--- src/rtl/crop_pkg.sv ---
// Shared definitions for the crop / crop-pad raster stages.
package crop_pkg;

  typedef enum logic {WAIT_SOF, ACTIVE} state_t;

  // Counter width able to hold 0..n (one spare bit above $clog2).
  function automatic int unsigned cnt_width(input int unsigned n);
    return 32'($clog2(n)) + 32'd1;
  endfunction

  function automatic logic in_window(input int unsigned y, input int unsigned x,
                                     input int unsigned y1, input int unsigned x1,
                                     input int unsigned rows, input int unsigned cols);
    return (y >= y1) && (y < y1 + rows) && (x >= x1) && (x < x1 + cols);
  endfunction

endpackage

--- src/rtl/raster_counter.sv ---
// Raster position counter (column x, row y) that wraps at the end of a ROWS x COLS frame.
module raster_counter
  import crop_pkg::*;
#(
  parameter int unsigned ROWS = 4,
  parameter int unsigned COLS = 4
) (
  input  logic                          clk,
  input  logic                          reset,
  input  logic                          en,
  output logic [cnt_width(COLS)-1:0]    x,
  output logic [cnt_width(ROWS)-1:0]    y,
  output logic                          last
);

  localparam int unsigned XW = cnt_width(COLS);
  localparam int unsigned YW = cnt_width(ROWS);
  localparam logic [XW-1:0] X_MAX = XW'(COLS - 1);
  localparam logic [YW-1:0] Y_MAX = YW'(ROWS - 1);

  always_ff @(posedge clk) begin
    if (reset) begin
      x <= '0;
      y <= '0;
    end else if (en) begin
      if (x == X_MAX) begin
        x <= '0;
        y <= (y == Y_MAX) ? '0 : y + YW'(1);
      end else begin
        x <= x + XW'(1);
      end
    end
  end

  assign last = (x == X_MAX) && (y == Y_MAX);

endmodule

--- src/rtl/crop_pad_filter.sv ---
// Places a cropped raster stream into a larger frame at (Y_1, X_1), padding the rest.
module crop_pad_filter
  import crop_pkg::*;
#(
  parameter int unsigned PIXEL_BIT_WIDTH = 12,
  parameter int unsigned IN_ROWS         = 20,
  parameter int unsigned IN_COLS         = 20,
  parameter int unsigned OUT_ROWS        = 40,
  parameter int unsigned OUT_COLS        = 40,
  parameter int unsigned Y_1             = 10,
  parameter int unsigned X_1             = 10,
  parameter logic [PIXEL_BIT_WIDTH-1:0] PAD_VALUE = '0
) (
  input  logic                       clk,
  input  logic                       reset,
  input  logic [PIXEL_BIT_WIDTH-1:0] pixel_in,
  input  logic                       in_valid,
  output logic                       in_ready,
  output logic [PIXEL_BIT_WIDTH-1:0] pixel_out,
  output logic                       out_valid,
  input  logic                       out_ready,
  output logic                       out_last
);

  localparam int unsigned XW = cnt_width(OUT_COLS);
  localparam int unsigned YW = cnt_width(OUT_ROWS);

  generate
    if ((Y_1 + IN_ROWS > OUT_ROWS) || (X_1 + IN_COLS > OUT_COLS)) begin : g_bad_window
      $error("crop_pad_filter: input window does not fit inside the output frame");
    end
  endgenerate

  state_t        state;
  logic [XW-1:0] x;
  logic [YW-1:0] y;
  logic          last;
  logic          in_win;
  logic          load_ok;
  logic          load_pix;
  logic          load_pad;
  logic          load;

  assign in_win   = in_window(32'(y), 32'(x), Y_1, X_1, IN_ROWS, IN_COLS);
  assign load_ok  = !out_valid || out_ready;
  assign in_ready = !reset && (state == ACTIVE) && in_win && load_ok;
  assign load_pix = in_valid && in_ready;
  // Pads need no input: emitted whenever the output register can take a beat.
  assign load_pad = !reset && (state == ACTIVE) && !in_win && load_ok;
  assign load     = load_pix || load_pad;

  raster_counter #(
    .ROWS (OUT_ROWS),
    .COLS (OUT_COLS)
  ) u_pos (
    .clk   (clk),
    .reset (reset),
    .en    (load),
    .x     (x),
    .y     (y),
    .last  (last)
  );

  always_ff @(posedge clk) begin
    if (reset) begin
      state     <= WAIT_SOF;
      pixel_out <= '0;
      out_valid <= 1'b0;
      out_last  <= 1'b0;
    end else begin
      if (load) begin
        pixel_out <= load_pix ? pixel_in : PAD_VALUE;
        out_valid <= 1'b1;
        out_last  <= last;
      end else if (load_ok) begin
        out_valid <= 1'b0;
        out_last  <= 1'b0;
      end
      // A new frame starts only once upstream presents data again.
      case (state)
        WAIT_SOF: if (in_valid) state <= ACTIVE;
        ACTIVE:   if (load && last) state <= WAIT_SOF;
        default:  state <= WAIT_SOF;
      endcase
    end
  end

endmodule

--- config.mk ---
export PLATFORM = sky130hd
export DESIGN_NAME = crop_pad_filter
export DESIGN_NICKNAME = d
export VERILOG_FILES = /design/src/rtl/crop_pkg.sv /design/src/rtl/raster_counter.sv /design/src/rtl/crop_pad_filter.sv
export SDC_FILE = /design/constraint.sdc
export NUM_CORES = 1
export LEC_CHECK = 0
export BUFFER_PORTS_ARGS = -buffer_cell sky130_fd_sc_hd__buf_4
export CAP_MARGIN = 40
export CORE_MARGIN = 2
export CORE_UTILIZATION = 53
export CTS_CLUSTER_DIAMETER = 60
export DETAILED_ROUTE_END_ITERATION = 16
export PLACE_DENSITY = 0.83
export SLEW_MARGIN = 20
export SYNTH_ARGS = -nofsm -noshare
export SYNTH_HDL_FRONTEND = slang
export SYNTH_SLANG_ARGS = --single-unit
export TNS_END_PERCENT = 5
--- constraint.sdc ---
create_clock -name clk -period 1.95 [get_ports clk]
set_input_delay 0 -clock clk [delete_from_list [all_inputs] [get_ports clk]]
set_output_delay 0 -clock clk [all_outputs]
set_load 0.01 [all_outputs]
Word level (Yosys, flattened, before mapping)
Index checks and enable logic that the tools add are counted.

Output and inout bits: 15. Input bits: 16. Word-level logic and storage cells: 42. Bits in registers: 29.

Muxes and demuxes: 9. $add $sub $neg: 2. Eq/ne operators: 2. Bitwise logic cells: 1. Reduce and logical (&&, ||, !) cells: 18. Magnitude comparators: 4.

Operator list (count): adder 7 x 1 -> 7 bit (second input constant) (2); == test 7 x 6 -> 1 bit (second input constant) (2); >= comparator 7 x 4 -> 1 bit (second input constant) (2); < comparator 7 x 5 -> 1 bit (second input constant) (2); 2-to-1 mux 7 bit (2); 2-to-1 mux 12 bit (1); logical AND 1 bit (11); 2-to-1 mux 1 bit (5); zero test 1 bit (3); logical OR 1 bit (2); one-hot mux 1 bit (2 select lines) (1); AND reduction 2 bit (1); nonzero test 2 bit (1); inverter 1 bit (1).

Depth between registers and ports, before layout
Gate-level depths: netlist (run 1).

Depth in word-level cells: 11. Gate-level depth with buffers: 7. Depth with buffers taken out: 6.

By module
A second synthesis (run 1) with hierarchy kept.

Cells, all modules: 154. Area total of the unflattened synthesis: 1492.7 µm².

By module, submodules not included: crop_pad_filter (seq. area each 300.3 µm², area each 758.2 µm², instances 1, cells an instance 73); raster_counter (seq. area each 280.3 µm², area each 734.5 µm², instances 1, cells an instance 81).

Least setup slack after synthesis (run 1)
OpenSTA, ideal clock, no wires.

Path kind: register to register. Start: register u_pos.y[0]. End: register u_pos.x[0]. Data arrival time: 1.656 ns. Slack: 0.173 ns. Period minus slack after synthesis: 1.777 ns. Cell stages (with the launch flop): 7. Buffers on the path: 0. Setup time: 0.121 ns. Required time: 1.829 ns. Path through: dfxtp_1 -> inv_1 -> ha_1 -> o31a_1 -> o2bb2ai_1 -> o31a_2 -> mux2_2.

Word-level cells in the longest chain between the ends: 8. Elaborated cells between the ends (all ways): 12. Classes of those cells: 2 x order compare; 10 x reduce/logical.

RTL lines: from (decl) (RTL line raster_counter.sv:12) `output logic [cnt_width(ROWS)-1:0] y,`; from (signal assigned) (RTL line raster_counter.sv:28) `y <= (y == Y_MAX) ? '0 : y + YW'(1);`; >= comparator 7 x 4 -> 1 bit / < comparator 7 x 5 -> 1 bit (equally long branches) (RTL line crop_pkg.sv:14) `return (y >= y1) && (y < y1 + rows) && (x >= x1) && (x < x1 + cols);`; logical AND 1 bit (*) (3 in a row) (RTL line crop_pkg.sv:14); logical AND 1 bit / zero test 1 bit (equally long branches) (RTL line crop_pad_filter.sv:46, crop_pad_filter.sv:49); logical AND 1 bit (on tied branches) (RTL line crop_pad_filter.sv:46, crop_pad_filter.sv:49); logical AND 1 bit (on tied branches) (RTL line crop_pad_filter.sv:47, crop_pad_filter.sv:49); logical OR 1 bit (*) (RTL line crop_pad_filter.sv:50) `assign load = load_pix || load_pad;`; to (signal assigned) (RTL line raster_counter.sv:30) `x <= x + XW'(1);`; to (decl) (RTL line raster_counter.sv:11) `output logic [cnt_width(COLS)-1:0] x,`.

Every way passes the cells marked *; elsewhere a longest branch is shown, timed or not. A chain may end at the register's enable or synchronous reset.

Worst setup path in the final report (run 1)
Start: register u_pos.x[0]. End: register pixel_out[9].

Word-level cells in the longest chain between the ends: 7. Elaborated cells between the ends (all ways): 12. Classes of those cells: 2 x order compare; 1 x mux; 9 x reduce/logical.

RTL lines: >= comparator 7 x 4 -> 1 bit (RTL line crop_pkg.sv:14); logical AND 1 bit (RTL line crop_pkg.sv:14); logical AND 1 bit (*) (RTL line crop_pkg.sv:14); logical AND 1 bit / zero test 1 bit (equally long branches) (RTL line crop_pad_filter.sv:46, crop_pad_filter.sv:49); logical AND 1 bit (on tied branches) (RTL line crop_pad_filter.sv:46, crop_pad_filter.sv:49); logical AND 1 bit (on tied branches) (RTL line crop_pad_filter.sv:47, crop_pad_filter.sv:49); 2-to-1 mux 12 bit / logical OR 1 bit (equally long branches) (RTL line crop_pad_filter.sv:72, crop_pad_filter.sv:50); to (signal assigned) (RTL line crop_pad_filter.sv:72) `pixel_out <= load_pix ? pixel_in : PAD_VALUE;`; to (decl) (RTL line crop_pad_filter.sv:19) `output logic [PIXEL_BIT_WIDTH-1:0] pixel_out,`.

Marks and branches as above.

==> impl_metrics.json, run 1 <==
{
  "finalMaxSlewViolations": 0,
  "whs_endpoint": "out_valid",
  "cp.required_ns": 2.18,
  "cts_root_buffer": "clkbuf_4",
  "dp_cells": 217,
  "syn_inst": 159,
  "die_area_mm2": 0.00308,
  "gp_congestion": 0.938,
  "ys_ff_latch": 29,
  "setup_tns_ns": 0,
  "rows": 18,
  "clockBufferDepth": 2,
  "grt_pass1_vias": 1339,
  "slew_headroom": 0.633,
  "wirelength_mm": 3.66,
  "crit_family": "simple AND/OR/NAND/NOR gates",
  "r2r_slack_ns": 0.13,
  "r2r_end": "pixel_out[9]",
  "tightest_slew_ns": 0.543,
  "htree_levels": 2,
  "antenna_found_initial": 0,
  "ios": 31,
  "fmax_mhz": 550,
  "coreArea_mm2": 0.00250,
  "finalPower_w": 0.00107,
  "diodes": 0,
  "ant_nets": 0,
  "grt_pass1_wl_mm": 6.08,
  "slowest_stage": "or4_4",
  "grt_use_total": 0.247,
  "setup_viol": 0,
  "path_cells": "inv_1, ha_1, o31ai_2, o2bb2ai_1, buf_4, or4_4, o32ai_1",
  "via_count": 1372,
  "cts_tree": "yes",
  "end_kind": "flop",
  "synth_cell_type_count": 37,
  "preCtsSetupSlack_ns": 0.0788,
  "reg2regPathDepth": 7,
  "fin_skew_ns": 0.0108,
  "irDropWorstVdd_uv": 590,
  "dp_hpwl_mm": 2.44,
  "die_w_um": 55.5,
  "drc_errors": 0,
  "drt_pre_antenna_iters": 4,
  "area.growth.synth_to_final_pct": 32.8,
  "syn_nets": 179,
  "final_hold_viol_count": 0,
  "crit_type": "flop to flop",
  "mappedNetlistArea_mm2": 0.00140,
  "holdCritStartpoint": "out_ready",
  "cp-start-kind": "flop",
  "wire_per_inst_um": 15.4,
  "slowest_delay_ns": 0.52,
  "cp_data_arrival_time_ns": 2.05,
  "drtIter0Drc": 72,
  "critPathMaxFanout": 12,
  "grt_max_degree": 29,
  "post-route-period-util": 0.932,
  "clkTransAtPathRegs_ns": 0.09,
  "clock_latency_ns": 0.33,
  "crit_buf_inv": 2,
  "rsz0062_at_grt": "no",
  "synth_area_per_cell_um2": 8.83,
  "power.leakage_nw": 0.761,
  "fin_crit_ns": 1.82,
  "cap_violations": 0,
  "status": "complete, no violations",
  "setup_slack_ns": 0.133,
  "hold_path.class": "input pin to flop",
  "whs_path_depth": 3,
  "cts_made_buffers": 5,
  "drive_above_1_share": 0.255,
  "seq_area_frac_synth": 0.414,
  "power_density_mw_per_mm2": 572,
  "die_h_um": 55.5,
  "r2r-start": "u_pos.x[0]",
  "vias_per_cell": 5.76,
  "overflow": 0,
  "io_buffers": 30,
  "num-fill-cells": 185,
  "stdcell_count": 238,
  "ys_warn_count": 0,
  "initial_core_util": 0.562,
  "cts_sinks": 29,
  "fin_nets": 228
}
[metrics by stage]
step | utilization | hold WS, ns | instance area (µm²)
3_3_place_gp | 0.667 | 0.227 | 1670
6_report | 0.746 | 0.0153 | 1860
2_1_floorplan | - | 0.136 | 1400
3_5_place_dp | 0.667 | 0.241 | 1670
5_1_grt | 0.746 | 0.0246 | 1860
4_1_cts | 0.737 | 0.0107 | 1840
[worst max-delay path by stage]
stage / from / end / cells after the start
final: u_pos.x[0] / pixel_out[9] / 7
after global routing: u_pos.x[5] / pixel_out[5] / 5
after floorplan: u_pos.y[0] / u_pos.x[0] / 6
after detailed placement: u_pos.x[1] / u_pos.y[0] / 6
after global placement: u_pos.x[1] / u_pos.y[1] / 6
after CTS: u_pos.x[1] / u_pos.y[0] / 6
[metal layers]
| metal | share of wire | global-route usage | vias to the layer above |
|---|---|---|---|
| met3 | 0.040 | 0.0820 | 12 |
| met4 | 0.025 | 0.0836 | 0 |
| met2 | 0.51 | 0.417 | 40 |
| met1 | 0.42 | 0.292 | 641 |
| met5 | 0 | 0 | - |
| li1 | - | - | 679 |
[synth_stat cells (all sizes together)]
cell | count | area share
o2bb2ai | 1 | 0.0062
buf | 2 | 0.013
a21oi | 6 | 0.021
mux2 | 1 | 0.0080
nand4b | 1 | 0.0062
inv | 25 | 0.067
or3 | 5 | 0.022
clkbuf | 5 | 0.013
a32o | 1 | 0.0071
nor2 | 4 | 0.011
nor4b | 2 | 0.021
nand4 | 3 | 0.013
nand2 | 13 | 0.035
dfxtp | 29 | 0.41
o32ai | 12 | 0.075
o311ai | 1 | 0.0062
mux2i | 4 | 0.029
ha | 4 | 0.036
xnor2 | 1 | 0.0062
o31ai | 5 | 0.027
o211a | 1 | 0.0071
nor4 | 3 | 0.018
a211oi | 1 | 0.0053
o21ai | 4 | 0.014
o311a | 1 | 0.0080
or4 | 4 | 0.024
o211ai | 1 | 0.0053
o31a | 2 | 0.013
nor3 | 7 | 0.025
nor2b | 2 | 0.0089
nand3 | 6 | 0.025
nand2b | 2 | 0.0089
[cell families (layout without fill, tap and decap cells)]
logic type,count (synthesis),count (layout),share of synthesized area
AOI/OAI and AO/OA,36,36,0.196
muxes,5,5,0.0365
buffers and inverters,32,81,0.0936
DFF,29,29,0.414
and+or+nand+nor,52,52,0.218
xor gates and xnor gates,1,1,0.00624
adders and majority gates,4,4,0.0357
[layout by cell type, fill, tap and decap left out, drive strengths merged, types with 2 or more instances in the layout]
cell	count
buf	37
dfxtp	29
inv	25
nand2	13
o32ai	12
dlygate4sd3	12
nor3	7
clkbuf	7
a21oi	6
nand3	6
or3	5
o31ai	5
nor2	4
o21ai	4
mux2i	4
ha	4
or4	4
nand4	3
nor4	3
nand2b	2
nor2b	2
nor4b	2
o31a	2
[registers in the layout, indices dropped and copies added, names as in the netlist]
signal and count:
pixel_out 12, u_pos.x 7, out_last 1, u_pos.y 7, out_valid 1, state 1
[worst register-to-register path: cells and delay by family, from the launching register on]
kind / cells / cell delay, ns
AO/OA/AOI/OAI: 3 / 0.39
adder cells (fa/ha/maj): 1 / 0.18
buffers and inverters: 2 / 0.28
flip-flops: 1 / 0.35
AND/OR/NAND/NOR: 1 / 0.52
[layout make-up]
type / instances / area (µm²) / area share
clock buffer: 7 / 55.1 / 0.0295
inverter: 25 / 93.8 / 0.0503
multi-input combinational: 98 / 697 / 0.374
sequential: 29 / 582 / 0.312
tap: 30 / 37.5 / 0.0201
timing repair buffer: 49 / 399 / 0.214
[power breakdown]
group / leakage [nW] / internal [W] / switching [W]
logic: 0.495 / 0.0000519 / 0.0000473
registers: 0.235 / 0.000598 / 0.00000563
clock network: 0.0314 / 0.000170 / 0.000194
total: 0.761 / 0.000820 / 0.000247
[repair_timing]
| action | in CTS | in global routing |
|---|---|---|
| gates resized for setup | 0 | 3 |
| endpoints found under the hold margin | 12 | 0 |
| setup endpoints to repair | 0 | 5 |
| setup buffers | 0 | 1 |
| hold buffers | 12 | 0 |
Power figures use the tool's default switching activity.
==> run 2, diff against run 1 <==
--- a/config.mk
+++ b/config.mk
@@ -6,12 +6,11 @@
 export NUM_CORES = 1
 export LEC_CHECK = 0
 export BUFFER_PORTS_ARGS = -buffer_cell sky130_fd_sc_hd__buf_4
-export CAP_MARGIN = 40
 export CORE_MARGIN = 2
-export CORE_UTILIZATION = 53
+export CORE_UTILIZATION = 47
 export CTS_CLUSTER_DIAMETER = 60
 export DETAILED_ROUTE_END_ITERATION = 16
-export PLACE_DENSITY = 0.83
+export PLACE_DENSITY = 0.78
 export SLEW_MARGIN = 20
 export SYNTH_ARGS = -nofsm -noshare
 export SYNTH_HDL_FRONTEND = slang
==> constraint.sdc (replaced) <==
create_clock -name clk -period 1.5 [get_ports clk]
set_input_delay 0 -clock clk [delete_from_list [all_inputs] [get_ports clk]]
set_output_delay 0 -clock clk [all_outputs]
set_load 0.01 [all_outputs]
==> run 2 against run 1 <==
  * The flow now finishes with violations (DRC, setup timing)
  * Die area is 12% higher
  * Largest power group unchanged
  * Design area is 34% higher
  * Largest cell class unchanged
  * Routed wire length is 70% higher
==> impl_metrics.json, run 2 (synthesis results as in run 1) <==
{
  "gp_congestion": 0.859,
  "cts_tree": "yes",
  "htree_levels": 2,
  "cts_root_buffer": "clkbuf_4",
  "cp_data_arrival_time_ns": 2.05,
  "fmax_mhz": 554,
  "coreArea_mm2": 0.00281,
  "grt_max_degree": 27,
  "setup_viol": 28,
  "whs_path_depth": 3,
  "reg2regPathDepth": 5,
  "fin_util": 0.891,
  "setup_slack_ns": -0.304,
  "cts_made_buffers": 5,
  "reg_top3": "pixel_out x12, u_pos.x x7, u_pos.y x7",
  "power.leakage_nw": 1.05,
  "die_area_mm2": 0.00344,
  "layout_commonest_cell": "buf_4",
  "critPathMaxFanout": 6,
  "final_cell_mix": "76 x buf_4, 23 x inv_1, 19 x dfxtp_1",
  "drive_above_1_share": 0.512,
  "finalPower_w": 0.00149,
  "final_hold_viol_count": 0,
  "drc_errors": 1,
  "cts_sinks": 29,
  "grt_pass1_vias": 1729,
  "stdcell_count": 283,
  "rows": 19,
  "power_density_mw_per_mm2": 595,
  "antenna_found_initial": 0,
  "irDropWorstVdd_uv": 535,
  "drt-met1-wl_mm": 2.23,
  "diodes": 0,
  "crit_type": "flop to flop",
  "io_buffers": 30,
  "hold_path.class": "input pin to flop",
  "clock_latency_ns": 0.34,
  "holdCritStartpoint": "out_ready",
  "violations": "DRC, setup timing",
  "status": "complete, but fails checks",
  "overflow": 0,
  "vias_per_cell": 6.41,
  "r2r_end": "pixel_out[4]",
  "fin_hold_ws_ns": 0.0273,
  "grt_use_total": 0.330,
  "via_count": 1814,
  "clkTransAtPathRegs_ns": 0.09,
  "fin_skew_ns": 0.00789,
  "drt_pre_antenna_iters": 11,
  "whs_endpoint": "out_valid",
  "r2r_slack_ns": -0.30,
  "tightest_slew_ns": 0.442,
  "grt_pass1_wl_mm": 8.34,
  "cap_violations": 0,
  "regMostFlops": "pixel_out",
  "wire_per_inst_um": 21.9,
  "die_w_um": 58.7,
  "fin_nets": 272,
  "slew_headroom": 0.704,
  "r2r-start": "u_pos.x[3]",
  "drtIter0Drc": 191,
  "ant_nets": 0,
  "cp.required_ns": 1.75,
  "clockBufferDepth": 2,
  "post-route-period-util": 1.20,
  "ios": 31,
  "finalMaxSlewViolations": 0,
  "die_h_um": 58.7,
  "end_kind": "flop",
  "dp_hpwl_mm": 3.02,
  "preCtsSetupSlack_ns": -0.239,
  "initial_core_util": 0.500,
  "dr.max_layer_used": "met4",
  "area.growth.synth_to_final_pct": 78.1,
  "cp-start-kind": "flop",
  "dr_wl_met3_um": 492,
  "dp_cells": 253,
  "met2_length_mm": 3.11,
  "rsz0062_at_grt": "yes",
  "fin_crit_ns": 1.80,
  "largest_register_ffs": 12,
  "wirelength_mm": 6.20
}
## run 2: changes by cell type in the layout (fill, tap and decap cells not counted), sizes merged
cell | before | now
dlygate4sd3 | 12 | 13
or4 | 4 | 5
buf | 37 | 79
## run 2: power by group
| group | switching [W] | leakage, nW | internal, W | total, W |
|---|---|---|---|---|
| registers | 0.00000970 | 0.240 | 0.000776 | 0.000785 |
| clock network | 0.000282 | 0.0314 | 0.000221 | 0.000503 |
| logic | 0.0000984 | 0.779 | 0.000100 | 0.000198 |
## run 2: area by class of cell
type	instances	area [µm²]
fillers	114	305
flip-flops and latches	29	598
clock buffers	7	55.1
multi-input cells	99	971
well taps	31	38.8
repair buffers	92	743
inverters	25	93.8
## run 2: metal layers
metal,track usage,up-vias
met3,0.0725,55
met2,0.581,134
met1,0.375,853
met5,0,-
li1,-,772
met4,0.166,0
## run 2: critical path: stages, from the launching register on
cell	delay, ns
dfxtp_2	0.36
buf_4	0.16
nand4_1	0.20
nand3_4	0.16
or4_4	0.68
o32ai_4	0.16
## run 2: metrics by stage
| step | instance area [µm²] | setup TNS [ns] |
|---|---|---|
| 5_1_grt | 2500 | -6.74 |
| 3_5_place_dp | 2000 | -3.72 |
| 6_report | 2500 | -5.74 |
| 3_3_place_gp | 2000 | -1.84 |
| 2_1_floorplan | 1460 | -1.30 |
| 4_1_cts | 2320 | -3.32 |
## run 2: timing repair
action	CTS	global route
gates resized for setup	22	24
hold buffers	13	0
pin swaps	9	15
setup endpoints to repair	27	29
endpoints found under the hold margin	13	0
setup buffers	5	4
gates cloned	0	1
## run 2: how the worst max path moves through the flow
stage               startpoint             to  slack, ns  cells after the start
finish              u_pos.x[3]   pixel_out[4]      -0.30                      5
detailed placement  u_pos.x[0]     u_pos.y[6]      -0.24                      6
CTS                 u_pos.y[0]       in_ready      -0.20                      7
global placement    u_pos.x[5]     u_pos.x[0]      -0.12                      5
floorplan           u_pos.y[6]  pixel_out[10]      -0.11                      5
global route        u_pos.y[6]   pixel_out[7]      -0.35                      5
